[src/rtl/ct_rst_seq_ctrl.sv]
// ct_rst_seq_ctrl: reset sequencing controller for the core reset tree.
// After core reset deasserts, the active-low unit resets are released one at
// a time (HAD, MMU, LSU, FPU, IDU, IFU), GAP cycles apart. A debug soft-reset
// request drains the pipeline, re-asserts every unit reset except HAD for
// HOLD cycles, re-sequences the release and pulses rst_soft_ack.
// Optional feature macro: CT_RST_SEQ_TIMEOUT_EN bounds the drain wait to TMO
// cycles and reports an expired drain on rst_soft_tmo.
module ct_rst_seq_ctrl #(
  parameter int GAP  = 4,
  parameter int HOLD = 16,
  parameter int TMO  = 256
) (
  input  logic       forever_coreclk,
  input  logic       core_rst,
  input  logic       pad_yy_scan_mode,
  input  logic       pad_yy_scan_rst_b,
  input  logic       had_soft_rst_req,
  input  logic       core_idle,
  output logic       had_rst_b,
  output logic       mmu_rst_b,
  output logic       lsu_rst_b,
  output logic       fpu_rst_b,
  output logic       idu_rst_b,
  output logic       ifu_rst_b,
  output logic       rst_soft_ack,
  output logic       rst_busy,
  output logic       rst_soft_tmo,
  output logic [2:0] rst_seq_stage
);

  typedef enum logic [2:0] {
    ST_RST,
    ST_RELEASE,
    ST_RUN,
    ST_DRAIN,
    ST_HOLD
  } state_e;

  localparam logic [9:0] GapLast  = 10'(GAP - 1);
  localparam logic [9:0] HoldLast = 10'(HOLD - 1);

  state_e     state_q, state_d;
  logic [9:0] cnt_q, cnt_d;
  logic [2:0] stage_q, stage_d;
  logic [5:0] unitRst_q, unitRst_d;
  logic       ack_q, ack_d;
  logic       busy_q, busy_d;
  logic       soft_q, soft_d;
  logic       armed_q, armed_d;

  logic gapHit;
  logic holdHit;
  logic accept;
  logic drainDone;

  assign gapHit  = (cnt_q == GapLast);
  assign holdHit = (cnt_q == HoldLast);
  // A request only counts once it has been seen low since the last ack.
  assign accept  = had_soft_rst_req && armed_q;

`ifdef CT_RST_SEQ_TIMEOUT_EN
  localparam logic [9:0] TmoLast = 10'(TMO - 1);

  logic tmo_q, tmo_d;
  logic tmoHit;

  assign tmoHit       = (cnt_q == TmoLast);
  assign drainDone    = core_idle || tmoHit;
  assign rst_soft_tmo = tmo_q;
`else
  logic unused_tmo;

  assign unused_tmo   = ^(10'(TMO));
  assign drainDone    = core_idle;
  assign rst_soft_tmo = 1'b0;
`endif

  // State register and all datapath flops; core reset forces everything back
  // to the power-on state immediately, dropping any in-flight ack.
  always_ff @(posedge forever_coreclk or posedge core_rst) begin
    if (core_rst) begin
      state_q   <= ST_RST;
      cnt_q     <= '0;
      stage_q   <= '0;
      unitRst_q <= '0;
      ack_q     <= 1'b0;
      busy_q    <= 1'b1;
      soft_q    <= 1'b0;
      armed_q   <= 1'b0;
`ifdef CT_RST_SEQ_TIMEOUT_EN
      tmo_q     <= 1'b0;
`endif
    end else begin
      state_q   <= state_d;
      cnt_q     <= cnt_d;
      stage_q   <= stage_d;
      unitRst_q <= unitRst_d;
      ack_q     <= ack_d;
      busy_q    <= busy_d;
      soft_q    <= soft_d;
      armed_q   <= armed_d;
`ifdef CT_RST_SEQ_TIMEOUT_EN
      tmo_q     <= tmo_d;
`endif
    end
  end

  // Next-state logic; the first cycle out of reset already counts toward the
  // HAD release gap, so RST behaves like RELEASE once core reset is low.
  always_comb begin
    state_d = state_q;
    unique case (state_q)
      ST_RST, ST_RELEASE: begin
        if (gapHit && (stage_q == 3'd5)) begin
          state_d = ST_RUN;
        end else begin
          state_d = ST_RELEASE;
        end
      end
      ST_RUN: begin
        if (accept) begin
          state_d = ST_DRAIN;
        end
      end
      ST_DRAIN: begin
        if (drainDone) begin
          state_d = ST_HOLD;
        end
      end
      ST_HOLD: begin
        if (holdHit) begin
          state_d = ST_RELEASE;
        end
      end
      default: state_d = ST_RST;
    endcase
  end

  // Datapath and output next values: gap/hold/drain counter, stage pointer,
  // unit reset flops, soft-sequence tracking and the registered status bits.
  always_comb begin
    cnt_d     = cnt_q;
    stage_d   = stage_q;
    unitRst_d = unitRst_q;
    soft_d    = soft_q;
    ack_d     = 1'b0;
`ifdef CT_RST_SEQ_TIMEOUT_EN
    tmo_d     = tmo_q;
`endif
    unique case (state_q)
      ST_RST, ST_RELEASE: begin
        if (gapHit) begin
          unitRst_d = unitRst_q | (6'b000001 << stage_q);
          stage_d   = stage_q + 3'd1;
          cnt_d     = '0;
          if ((stage_q == 3'd5) && soft_q) begin
            ack_d  = 1'b1;
            soft_d = 1'b0;
          end
        end else begin
          cnt_d = cnt_q + 10'd1;
        end
      end
      ST_RUN: begin
        if (accept) begin
          cnt_d  = '0;
          soft_d = 1'b1;
`ifdef CT_RST_SEQ_TIMEOUT_EN
          tmo_d  = 1'b0;
`endif
        end
      end
      ST_DRAIN: begin
        if (drainDone) begin
          unitRst_d = 6'b000001;
          cnt_d     = '0;
`ifdef CT_RST_SEQ_TIMEOUT_EN
          if (!core_idle) begin
            tmo_d = 1'b1;
          end
        end else begin
          cnt_d = cnt_q + 10'd1;
`endif
        end
      end
      ST_HOLD: begin
        if (holdHit) begin
          stage_d = 3'd1;
          cnt_d   = '0;
        end else begin
          cnt_d = cnt_q + 10'd1;
        end
      end
      default: begin
        cnt_d     = '0;
        stage_d   = '0;
        unitRst_d = '0;
        soft_d    = 1'b0;
      end
    endcase

    busy_d = (state_d != ST_RUN);

    if (ack_d) begin
      armed_d = 1'b0;
    end else if (!had_soft_rst_req) begin
      armed_d = 1'b1;
    end else begin
      armed_d = armed_q;
    end
  end

  // Scan mode hands every unit reset straight to the scan reset pin.
  assign had_rst_b = pad_yy_scan_mode ? pad_yy_scan_rst_b : unitRst_q[0];
  assign mmu_rst_b = pad_yy_scan_mode ? pad_yy_scan_rst_b : unitRst_q[1];
  assign lsu_rst_b = pad_yy_scan_mode ? pad_yy_scan_rst_b : unitRst_q[2];
  assign fpu_rst_b = pad_yy_scan_mode ? pad_yy_scan_rst_b : unitRst_q[3];
  assign idu_rst_b = pad_yy_scan_mode ? pad_yy_scan_rst_b : unitRst_q[4];
  assign ifu_rst_b = pad_yy_scan_mode ? pad_yy_scan_rst_b : unitRst_q[5];

  assign rst_soft_ack  = ack_q;
  assign rst_busy      = busy_q;
  assign rst_seq_stage = stage_q;

endmodule

[config.mk]
export PLATFORM = sky130hd
export DESIGN_NAME = ct_rst_seq_ctrl
export DESIGN_NICKNAME = d
export VERILOG_FILES = /design/src/rtl/ct_rst_seq_ctrl.sv
export SDC_FILE = /design/constraint.sdc
export NUM_CORES = 1
export LEC_CHECK = 0
export BUFFER_PORTS_ARGS = -buffer_cell sky130_fd_sc_hd__buf_2
export CORE_MARGIN = 2
export CORE_UTILIZATION = 51
export DETAILED_ROUTE_END_ITERATION = 6
export PLACE_DENSITY_LB_ADDON = 0.3
export SYNTH_ARGS = -nofsm -noshare
export SYNTH_HDL_FRONTEND = slang
export SYNTH_SLANG_ARGS = --single-unit
[constraint.sdc]
create_clock -name forever_coreclk -period 1.4 [get_ports forever_coreclk]
set_input_delay 0.28 -clock forever_coreclk [delete_from_list [all_inputs] [get_ports forever_coreclk]]
set_output_delay 0.28 -clock forever_coreclk [all_outputs]
set_load 0.01 [all_outputs]
==> impl_metrics.env <==
export IMPL_path_clk_slew_ns=0.16
export IMPL_critical_path_max_fanout=6
export IMPL_fp_dieW_um=58.0
export IMPL_insertion_delay_ns=0.33
export IMPL_antenna_found_initial=0
export IMPL_violations="negative setup slack"
export IMPL_async_reset_ff_share_pct=100
export IMPL_synth_area_mm2=0.00149
export IMPL_htreeDepth=1
export IMPL_synth_top_area_share_pct=42.1
export IMPL_io_buffers=16
export IMPL_drtIter0Drc=74
export IMPL_synthToLayoutAreaGrowth_pct=45.0
export IMPL_yosys_area_top_type="dfrtp_1"
export IMPL_ys_flop_type="dfrtp_1"
export IMPL_ioPinCount=18
export IMPL_grt_remaining_overflow=0
export IMPL_gp_congestion=0.861
export IMPL_core_mm2=0.00276
export IMPL_final_nets=231
export IMPL_syn_nets=167
export IMPL_antenna_cells=0
export IMPL_netlist_instances=155
export IMPL_critical_path_top_delay_family="compound AO/OA/AOI/OAI gates"
export IMPL_wirelength_um=4200
export IMPL_cellPowerDensity_mw_per_mm2=1610
export IMPL_setup_viol_count_final=26
export IMPL_clk_path_buf_depth=2
export IMPL_setup_slack_ns=-0.220
export IMPL_start_util_pct=53.9
export IMPL_max_stage_delay_ns=0.49
export IMPL_path_buf_inv=3
export IMPL_yosysMostFrequentCell="dfrtp_1"
export IMPL_period_minus_slack_ns=1.62
export IMPL_final_antenna_net_count=0
export IMPL_vias=1453
export IMPL_yosys_top_cells_count="25 x dfrtp_1, 15 x inv_1, 15 x nand2_1"
export IMPL_period_share_pct=116
export IMPL_ctsRootBufferMaster="clkbuf_4"
export IMPL_grt_max_degree=16
export IMPL_grt_pass1_wl_um=6320
export IMPL_rsz0062_at_grt="true"
export IMPL_cellLeakagePower_nw=0.998
export IMPL_crit_top_cell="buf_4"
export IMPL_rows=19
export IMPL_cp_required_ns=1.67
export IMPL_pre_cts_slack_ns=-0.170
export IMPL_die_h_um=58.0
export IMPL_cp_end_kind="flop"
export IMPL_ys_ff_latch=26
export IMPL_drive_gt1_share_pct=48.6
export IMPL_vias_per_cell=5.84
export IMPL_finalHoldViolations=0
export IMPL_ir_drop_uv=1490
export IMPL_maxCapViolCount=0
export IMPL_synth_area_per_cell_um2=9.59
export IMPL_hpwl_um=2810
export IMPL_hold_class="in2reg"
export IMPL_synth_area_leaders="dfrtp_1 42%, ha_1 5.1%, inv_1 3.8%, nand2_1 3.8%, o21ai_0 3.4%"
export IMPL_ys_seq_area_share_pct=43.9
export IMPL_crit_type="reg2reg"
export IMPL_cp_start_kind="flop"
export IMPL_cp_slowest_cell="dfrtp_2"
export IMPL_wl_per_cell_um=16.9
export IMPL_synth_cell_types=49
export IMPL_synth_warnings=0
export IMPL_die_area_mm2=0.00336
export IMPL_synth_edf_count=0
export IMPL_setup_tns_ns=-3.74
export IMPL_cts_buffers=3
export IMPL_fin_skew_ns=0.0121
export IMPL_firstDrtPassIters=4
export IMPL_grt_usage_pct=25.0
export IMPL_crit_chain="buf_4 -> o21ai_0 -> inv_1 -> a31oi_1 -> buf_4 -> a22o_1"
export IMPL_outcome="finished, violations left"
export IMPL_drc_errors=0
export IMPL_cts_sinks=26
export IMPL_cts_tree="yes"
export IMPL_grt_pass1_vias=1415
export IMPL_arrival_ns=1.89
export IMPL_slew_viol_final=0
export IMPL_fmax_mhz=617
cell type report:
class	count	area, um2
Inverter	15	56.3
Sequential cell	26	659
Clock buffer	3	22.5
Timing Repair Buffer	65	458
Clock inverter	1	30.0
Multi-Input combinational cell	108	891
Fill cell	175	602
Tap cell	31	38.8
path summary, 6_finish.rpt:
kind,from,to,slack [ns],cells after the start
max in group asynchronous,core_rst,rst_busy,0.67,4
min in group asynchronous,core_rst,soft_q,0.49,4
worst max register to register,state_q[0],unitRst_q[1],-0.22,6
worst max-delay path,state_q[0],unitRst_q[1],-0.22,6
worst min register to register,soft_q,armed_q,0.49,1
worst min-delay path,had_soft_rst_req,armed_q,0.27,3
cell usage in the layout, fill, tap and decap left out, types with 3 or more instances in the layout:
cell and n:
nand2_1 15, inv_1 15, ha_1 5, nor2_1 5, nor2_2 3, o32ai_1 3
o21ai_1 4, dfrtp_1 19, a21oi_1 5, o31ai_1 5, or4_1 3, nor2b_1 3
o21ai_0 7, buf_2 16, buf_4 46, clkbuf_4 3, dfrtp_2 6, a22o_1 3
nand4_1 3, a21oi_2 4
metrics by stage:
stage | total power [mW] | hold WS [ns] | area (um2) | cells | util [%]
floorplan | 2.02 | 0.319 | 1550 | 155 | -
global placement | 2.52 | 0.301 | 1880 | 230 | 68.3
detailed placement | 2.62 | 0.327 | 1880 | 230 | 68.3
CTS | 3.33 | 0.250 | 2090 | 243 | 75.7
global route | 3.68 | 0.261 | 2160 | 249 | 78.2
finish | 3.47 | 0.268 | 2160 | 249 | 78.2
cells by family (layout without fill, tap and decap cells):
group / after synthesis / count (layout) / synth area share [%]
simple gates: 55 / 55 / 22.9
xor+xnor: 1 / 1 / 0.589
other cells: 1 / 1 / 0.252
compound gates: 44 / 44 / 20.4
mux: 1 / 1 / 0.673
fa+ha+maj: 6 / 6 / 5.05
buf+inv: 21 / 84 / 6.31
flops: 26 / 26 / 43.9
power breakdown:
group,leakage (nW),internal (mW),switching [mW]
Combinational,0.653,0.897,0.859
Clock,0.0279,0.290,0.239
Sequential,0.317,0.969,0.220
Total,0.998,2.16,1.32
flip-flops by register name (all words and copies together) (netlist names):
signal / flops
armed_q: 1
cnt_q: 10
rst_busy: 1
rst_seq_stage: 3
rst_soft_ack: 1
soft_q: 1
state_q: 3
unitRst_q: 6
worst min-delay path, cell delays in order:
cell     delay, ns
buf_2         0.11
nor2b_1       0.14
a21oi_1       0.05
repair_timing:
item	in CTS	in global routing
gates cloned	0	0
buffers inserted	8	7
pin swaps	13	9
hold buffers	1	0
endpoints found under the hold margin	25	0
gates resized for setup	19	7
endpoints found under the setup margin	26	28
metal layers:
layer | wire (um) | GRT usage (%) | vias to the layer above
met5 | 0 | 0 | -
met4 | 74 | 10.6 | 0
met3 | 118 | 3.57 | 8
met2 | 2350 | 47.1 | 36
met1 | 1660 | 27.9 | 725
li1 | - | - | 684
Power figures use the tool's default switching activity.
